--- src/rtl/exe_pkg.sv ---
// Shared encodings for the EXE-stage iterative multiply/divide unit.
package exe_pkg;

  localparam int unsigned WIDTH_DEF = 32;
  localparam int unsigned CNT_W_DEF = 6;

  typedef enum logic [1:0] {
    OP_MUL   = 2'b00,
    OP_MULHU = 2'b01,
    OP_DIVU  = 2'b10,
    OP_REMU  = 2'b11
  } op_e;

  typedef enum logic [1:0] {
    IDLE = 2'b00,
    RUN  = 2'b01,
    DONE = 2'b10
  } state_e;

endpackage

--- src/rtl/muldiv_datapath.sv ---
// Shift-add multiplier / restoring divider datapath, one bit per step.
// r_acc holds the product high half or the remainder; r_mq holds the multiplier or quotient.
module muldiv_datapath
  import exe_pkg::*;
#(
  parameter int unsigned WIDTH = WIDTH_DEF
) (
  input  logic             clk,
  input  logic             reset_n,
  input  logic             i_load,
  input  logic             i_step,
  input  logic             i_div_zero,
  input  logic [1:0]       i_op,
  input  logic [WIDTH-1:0] i_a,
  input  logic [WIDTH-1:0] i_b,
  output logic [WIDTH-1:0] o_result_c
);

  logic [WIDTH-1:0] r_acc;
  logic [WIDTH-1:0] r_mq;
  logic [WIDTH-1:0] r_b;
  logic [1:0]       r_op;

  logic [WIDTH:0]   w_mul_sum;
  logic [WIDTH:0]   w_shift;
  logic [WIDTH-1:0] w_diff;
  logic             w_fit;
  logic             w_is_div;

  assign w_is_div  = r_op[1];
  assign w_mul_sum = {1'b0, r_acc} + (r_mq[0] ? {1'b0, r_b} : (WIDTH+1)'(0));

  // Partial remainder shifted left with the next dividend bit; difference fits in WIDTH bits when taken.
  assign w_shift   = {r_acc, r_mq[WIDTH-1]};
  assign w_fit     = (w_shift >= {1'b0, r_b});
  assign w_diff    = w_shift[WIDTH-1:0] - r_b;

  always_ff @(posedge clk or negedge reset_n) begin
    if (!reset_n) begin
      r_acc <= '0;
      r_mq  <= '0;
      r_b   <= '0;
      r_op  <= '0;
    end else if (i_load) begin
      r_op <= i_op;
      r_b  <= i_b;
      // Divide-by-zero preloads the architected answer: quotient all ones, remainder = A.
      if (i_div_zero) begin
        r_acc <= i_a;
        r_mq  <= '1;
      end else begin
        r_acc <= '0;
        r_mq  <= i_a;
      end
    end else if (i_step) begin
      if (w_is_div) begin
        r_acc <= w_fit ? w_diff : w_shift[WIDTH-1:0];
        r_mq  <= {r_mq[WIDTH-2:0], w_fit};
      end else begin
        r_acc <= w_mul_sum[WIDTH:1];
        r_mq  <= {w_mul_sum[0], r_mq[WIDTH-1:1]};
      end
    end
  end

  // MUL/DIVU read r_mq, MULHU/REMU read r_acc.
  assign o_result_c = r_op[0] ? r_acc : r_mq;

endmodule

--- src/rtl/exe_muldiv_ctrl.sv ---
// EXE-stage mul/div sequencer: FSM and iteration counter; stalls the pipe until the result is ready.
module exe_muldiv_ctrl
  import exe_pkg::*;
#(
  parameter int unsigned WIDTH = WIDTH_DEF,
  parameter int unsigned CNT_W = CNT_W_DEF
) (
  input  logic             clk,
  input  logic             reset_n,
  input  logic             start_ID_EXE,
  input  logic [1:0]       op_ID_EXE,
  input  logic [WIDTH-1:0] A_FRWD,
  input  logic [WIDTH-1:0] B_FRWD,
  input  logic             flush,
  output logic             stall_EXE,
  output logic             done_EXE,
  output logic [WIDTH-1:0] result_EXE
);

  state_e           r_state;
  state_e           w_state_nxt;
  logic [CNT_W-1:0] r_cnt;
  logic [CNT_W-1:0] w_cnt_nxt;
  logic             w_load;
  logic             w_step;
  logic             w_stall;
  logic             w_done;
  logic             w_div_zero;
  logic [WIDTH-1:0] w_dp_result;

  assign w_div_zero = ((op_ID_EXE == OP_DIVU) || (op_ID_EXE == OP_REMU)) && (B_FRWD == '0);

  always_ff @(posedge clk or negedge reset_n) begin
    if (!reset_n) begin
      r_state <= IDLE;
      r_cnt   <= '0;
    end else begin
      r_state <= w_state_nxt;
      r_cnt   <= w_cnt_nxt;
    end
  end

  always_comb begin
    w_state_nxt = r_state;
    w_cnt_nxt   = r_cnt;
    w_load      = 1'b0;
    w_step      = 1'b0;
    w_stall     = 1'b0;
    w_done      = 1'b0;
    case (r_state)
      IDLE: begin
        if (start_ID_EXE && !flush) begin
          w_stall     = 1'b1;
          w_load      = 1'b1;
          w_cnt_nxt   = '0;
          w_state_nxt = w_div_zero ? DONE : RUN;
        end
      end
      RUN: begin
        w_stall   = 1'b1;
        w_step    = 1'b1;
        w_cnt_nxt = r_cnt + CNT_W'(1);
        if (r_cnt == CNT_W'(WIDTH - 1)) begin
          w_state_nxt = DONE;
        end
      end
      DONE: begin
        // start_ID_EXE is still the same instruction here; it advances on this edge.
        w_done      = 1'b1;
        w_state_nxt = IDLE;
      end
      default: begin
        w_state_nxt = IDLE;
      end
    endcase
    if (flush) begin
      w_state_nxt = IDLE;
      w_cnt_nxt   = '0;
      w_load      = 1'b0;
      w_step      = 1'b0;
      w_stall     = 1'b0;
      w_done      = 1'b0;
    end
  end

  muldiv_datapath #(
    .WIDTH(WIDTH)
  ) u_datapath (
    .clk        (clk),
    .reset_n    (reset_n),
    .i_load     (w_load),
    .i_step     (w_step),
    .i_div_zero (w_div_zero),
    .i_op       (op_ID_EXE),
    .i_a        (A_FRWD),
    .i_b        (B_FRWD),
    .o_result_c (w_dp_result)
  );

  // Reset gates the combinational outputs too, so an asserted start cannot stall during reset.
  assign stall_EXE  = reset_n & w_stall;
  assign done_EXE   = reset_n & w_done;
  assign result_EXE = done_EXE ? w_dp_result : '0;

endmodule

--- config.mk ---
export PLATFORM = sky130hd
export DESIGN_NAME = exe_muldiv_ctrl
export DESIGN_NICKNAME = d
export VERILOG_FILES = /design/src/rtl/exe_pkg.sv /design/src/rtl/muldiv_datapath.sv /design/src/rtl/exe_muldiv_ctrl.sv
export SDC_FILE = /design/constraint.sdc
export NUM_CORES = 1
export LEC_CHECK = 0
export ABC_AREA = 1
export ABC_CLOCK_PERIOD_IN_PS = 6450
export BUFFER_PORTS_ARGS = -buffer_cell sky130_fd_sc_hd__buf_2
export CORE_MARGIN = 2
export CORE_UTILIZATION = 65
export DETAILED_ROUTE_END_ITERATION = 10
export MAX_ROUTING_LAYER = met4
export PLACE_DENSITY_LB_ADDON = 0.2
export SYNTH_ARGS = -nofsm -noshare
export SYNTH_HDL_FRONTEND = slang
export SYNTH_SLANG_ARGS = --single-unit
--- constraint.sdc ---
create_clock -name clk -period 6.45 [get_ports clk]
set_clock_uncertainty 0.2 [all_clocks]
set_input_delay 0.645 -clock clk [delete_from_list [all_inputs] [get_ports clk]]
set_output_delay 0.645 -clock clk [all_outputs]
set_load 0.005 [all_outputs]
* Word-level counts from Yosys, hierarchy flattened *
Index checks and enable logic that the tools add are counted.

storage, ports and cells
  flip-flop bits (word level) = 106
  logic and storage cells = 58

cells by class
  mux-type cells = 29
  bitwise operators = 2
  equality and inequality tests = 7
  $lt $le $gt $ge = 1
  add/sub/neg operators = 3
  reduce and logical (&&, ||, !) cells = 10

operators by type and width
  cell                                                 number
  two-way mux 32 bit                                   12
  adder 32 x 33 -> 33 bit                              1
  >= comparator 33 x 32 -> 1 bit                       1
  logical NOT 32 bit                                   1
  subtractor 32 bit                                    1
  two-way mux 6 bit                                    2
  one-hot mux 6 bit (2 select lines)                   1
  two-way mux 1 bit                                    8
  two-way mux 2 bit                                    4
  adder 6 x 1 -> 6 bit, second input constant          1
  equality test 2 bit, second input constant           3
  equality test 6 x 5 -> 1 bit, second input constant  1
  != test 3 bit, second input constant                 2
  one-hot mux 2 bit (2 select lines)                   1
  AND reduction 2 bit                                  2
  nonzero test 3 bit                                   1
  AND 1 bit                                            2
  equality test 2 x 1 -> 1 bit, second input constant  1
  logical AND 1 bit                                    2
  logical NOT 2 bit                                    1
  one-hot mux 1 bit (2 select lines)                   1
  nonzero test 2 bit                                   1
  logical NOT 1 bit                                    1
  logical OR 1 bit                                     1

* Depth between registers and ports, before layout *
  word-level depth = 7
  depth in mapped cells = 21
  depth with buffers taken out = 19

* Cells and area by module *
Synthesis repeated with hierarchy kept, for this count alone.

second synthesis, totals
  cells, all modules = 1852
  area, all modules = 11197.0 µm²

by module, submodules not included
  module           cells an instance  instances  area each (µm²)
  muldiv_datapath  1664               1          10137.2
  exe_muldiv_ctrl  188                1          1059.8

* Least setup slack after synthesis *
No wires, ideal clock.

  path type = register -> register
  from = reg u_datapath.r_mq[0]
  to = reg u_datapath.r_acc[23]
  library setup time = 122 ps
  path buffers = 2
  stages on the path, launching flop included = 18
  clock period less this slack = 2693 ps
  arrival = 2370 ps
  setup slack = 3757 ps
  data required time = 6128 ps
  cell sequence = dfrtp_1 clkbuf_1 clkbuf_1 nand2_1 inv_1 ha_1 fa_1 nand2_1 nand3_1 and2_1 a21oi_1 inv_1 nand2_1 nand3_1 nand2_1 nand2_1 a21oi_1 a21boi_1

on the way
  cells in the longest elaborated chain, start to end = 5

ends and longest elaborated chain
  what                      RTL line               text
  start: declaration        muldiv_datapath.sv:20  logic [WIDTH-1:0] r_mq;
  start signal: assignment  muldiv_datapath.sv:53  r_mq <= i_a;
  start signal: assignment  muldiv_datapath.sv:58  r_mq <= {r_mq[WIDTH-2:0], w_fit};
  start signal: assignment  muldiv_datapath.sv:61  r_mq <= {w_mul_sum[0], r_mq[WIDTH-1:1]};
  two-way mux 32 bit        muldiv_datapath.sv:31  assign w_mul_sum = {1'b0, r_acc} + (r_mq[0] ? {1'b0, r_b} : (WIDTH+1)'(0));
  adder 32 x 33 -> 33 bit   muldiv_datapath.sv:31
  two-way mux 32 bit        muldiv_datapath.sv:56  if (w_is_div) begin
  two-way mux 32 bit        muldiv_datapath.sv:55  end else if (i_step) begin
  two-way mux 32 bit        muldiv_datapath.sv:44  end else if (i_load) begin
  end signal: assignment    muldiv_datapath.sv:49  r_acc <= i_a;
  end signal: assignment    muldiv_datapath.sv:57  r_acc <= w_fit ? w_diff : w_shift[WIDTH-1:0];
  end signal: assignment    muldiv_datapath.sv:60  r_acc <= w_mul_sum[WIDTH:1];
  end: declaration          muldiv_datapath.sv:19  logic [WIDTH-1:0] r_acc;

No other way between the ends. The select of a mux whose other input is x is not followed.
A chain may end at the register's enable or synchronous reset.

* Worst setup path in the final report *
  from = in reset_n
  to = out result_EXE[24]

on the way
  cells in the longest elaborated chain, start to end = 2

ends and longest elaborated chain
  what                RTL line                text
  start: declaration  exe_muldiv_ctrl.sv:9    input logic reset_n,
  AND 1 bit           exe_muldiv_ctrl.sv:102  assign done_EXE = reset_n & w_done;
  two-way mux 32 bit  exe_muldiv_ctrl.sv:103  assign result_EXE = done_EXE ? w_dp_result : '0;
  end: declaration    exe_muldiv_ctrl.sv:17   output logic [WIDTH-1:0] result_EXE

No other way between the ends.

==> key figures <==
Clock network
  – Clock slew at reported path FFs: 0.08 ns
  – Number of clock sinks: 106
  – Clk_lat worst skew: 0.37 ns
  – Post-CTS Setup Inserts: 0
  – Num CTS Buffers: 9
  – Post-cts repair resize count: 0
  – Bufs on Longest Clock Path: 2
  – CTS Root Buffer Type: clkbuf_16
  – Htree depth: 3
  – TritonCTS clock tree: yes
  – Hold Buf Count CTS: 0

Place
  – PortBufs: 103
  – DP Area: 11,800 um^2
  – HPWL Detailed: 29,800 um
  – Gpl congestion: 1.04

Final layout
  – Syn-to-layout area delta: 7.56%
  – Layout cells sized above 1: 0.0942
  – Nets: 2,053
  – Final instance area: 12,100 um^2
  – Layout fillers: 1,584
  – Ant diodes: 0

Floorplanning
  – FP Rows: 48
  – Die Span X: 135 um
  – Die area: 18,300 um^2
  – Initial Util: 0.658
  – Height of the die: 135 um
  – Core area: 17,100 um^2
  – IO Pins: 104

Global route
  – Largest net degree at the start of global routing: 101
  – Gr busiest metal: met2
  – Grt met2 use: 0.685
  – Vias in the first global route: 11.7k
  – Met3 usage in global routing: 0.0651
  – GR Layer Usage met1: 0.548
  – First-pass GRT wire length: 61,400 um
  – Tot GR Track Use: 0.443
  – Initial antenna violation count: 0
  – Total grt overflow: 0

Critical path
  – CP Capture Type: output port
  – CP max-delay cell: buf_4
  – Critical path launch point type: input pin
  – CP max stage delay: 0.55 ns
  – Worst-path maximum fanout: 53
  – Crit path top cell by count: inv_1
  – Crit-path leading delay family: buffers and inverters
  – Cell Chain, Critical Path: buf_4, inv_1, nor4_1, inv_1, nor2_1, buf_2
  – Buf/Inv on CP: 4
  – WS Path Type: in2out
  – Arrival @ worst endpoint: 2.74 ns
  – WP data required: 5.60 ns

Synthesis
  – Asr flop ratio synth: 1.00
  – Synth unique cells: 55
  – EDFF count, synth: 0
  – Synth Register Bits: 106
  – Mean Syn Cell Area: 6.04 um^2
  – Ys Warns: 0
  – Count leader, synth: nand2_1
  – Syn Std Cell Area: 11,200 um^2
  – Top cells by count, synth: 502 x nand2_1, 273 x inv_1, 229 x nor2_1
  – Sequential area share after synthesis: 0.236
  – Post-synthesis cell count: 1,858
  – Synth top area share: 0.236
  – Synth area leader: dfrtp_1
  – Top cells by area, synth: dfrtp_1 24%, nand2_1 17%, inv_1 9.1%, nor2_1 7.7%, ha_1 7.2%
  – Syn_nets: 1,995
  – Synth Flop Type: dfrtp_1

STA
  – Max-slew violation count: 0
  – RSZ-0062 raised after global routing: false
  – Worst-Margin Slew: 1.14 ns
  – Relative max-transition margin: 0.236
  – Max Fclk: 279 MHz
  – Setup violations, final: 0
  – Period Utilization, post-route: 0.555
  – Total negative slack: 0 ns
  – Final Hold Violating Endpoints: 0
  – Final min period: 3.58 ns

Pwr
  – Max VDD drop: 0.645 mV
  – Leakage: 6.65 nW
  – Pwr Density: 643 nW/um^2

Route
  – Final wirelength: 39,100 um
  – Starting DRT DRC Count: 1,484
  – Routed len/inst: 18.2 um
  – Routed Antenna Nets: 0
  – TritonRoute pass-1 iters: 6
  – DR vias/cell: 6.01
  – DR DRC count: 0
  – Via count: 12.9k

Hold path
  – Min-Delay Path Class: in2async

Status
  – Outcome: completed

Run
  – Number of max-cap violations: 0
[through the flow]
stage	total power [mW]	hold WS [ns]	setup slack [ns]	std cells	util
6_report	7.76	0.129	2.87	2146	0.708
3_5_place_dp	6.94	0.295	2.89	2130	0.690
5_1_grt	8.40	0.179	2.58	2146	0.708
4_1_cts	7.56	0.152	2.89	2146	0.708
3_3_place_gp	6.85	0.294	3.03	2130	0.690
2_1_floorplan	5.43	0.149	3.76	1858	-
[power by group]
| group | total (mW) | leakage [nW] | switching [mW] | internal (mW) |
|---|---|---|---|---|
| clock | 0.595 | 0.150 | 0.308 | 0.286 |
| combinational | 5.76 | 5.19 | 3.86 | 1.90 |
| sequential | 1.41 | 1.31 | 0.458 | 0.955 |
[sequential cells by signal (all words and copies together) (netlist names)]
register,count
u_datapath.r_b,32
u_datapath.r_mq,32
u_datapath.r_op,2
r_cnt,6
r_state,2
u_datapath.r_acc,32
[worst reg2reg max path, cell delays in order, from the launching register on]
cell and delay, ns:
dfrtp_1 1.10, nand2_1 0.15, inv_1 0.11, ha_1 0.20
nand2_1 0.17, nor2_1 0.29, nand2_1 0.12, o21ai_0 0.48
nand2_1 0.21, nand3_1 0.12, nand3_1 0.09, nand2_1 0.07
inv_1 0.04, a21boi_1 0.14
[cell families after synthesis]
group / count (synthesis) / synth area share
AND/OR/NAND/NOR: 994 / 0.379
buffers and inverters: 347 / 0.124
AO/OA/AOI/OAI: 327 / 0.171
flip-flops: 106 / 0.236
adder cells (fa/ha/maj): 67 / 0.0761
XOR/XNOR: 15 / 0.0117
multiplexers: 2 / 0.00178
[placed cells by master, fill, tap and decap left out, types with 14 or more instances in the layout]
| cell | n |
|---|---|
| nor3_1 | 45 |
| inv_1 | 273 |
| or2_2 | 18 |
| a21boi_1 | 26 |
| dfrtp_1 | 105 |
| o31ai_1 | 23 |
| a21oi_1 | 134 |
| nand3_1 | 134 |
| o21ai_0 | 82 |
| o211ai_1 | 32 |
| nand4_1 | 22 |
| xor2_1 | 14 |
| nor2_1 | 228 |
| buf_2 | 102 |
| nand2_1 | 502 |
| ha_1 | 65 |
[layout make-up]
| cell class | instances | area [um^2] | area share |
|---|---|---|---|
| multi-input combinational | 1405 | 7180 | 0.595 |
| sequential | 106 | 2650 | 0.220 |
| inverter | 283 | 1060 | 0.0882 |
| timing repair buffer | 111 | 578 | 0.0479 |
| tap | 225 | 282 | 0.0233 |
| clock buffer | 10 | 239 | 0.0198 |
| clock inverter | 6 | 67.6 | 0.00560 |
[routing by layer]
metal / part of all wire / wire length (um)
met5: 0 / 0
met4: 0.069 / 2710
met3: 0.093 / 3650
met2: 0.45 / 17400
met1: 0.39 / 15300
[path summary, 6_finish.rpt]
check / from / to / slack [ns] / depth (start not counted)
max in group asynchronous: reset_n / u_datapath.r_b[24] / 4.59 / 2
hold / removal: reset_n / u_datapath.r_acc[15] / 0.13 / 1
setup reg to reg: u_datapath.r_mq[0] / u_datapath.r_acc[28] / 2.89 / 13
setup / recovery: reset_n / result_EXE[24] / 2.87 / 6
hold reg to reg: r_cnt[0] / r_cnt[0] / 0.31 / 1
min in group clk: B_FRWD[31] / u_datapath.r_b[31] / 0.29 / 3
No activity file was read; power rests on OpenSTA's default activity.
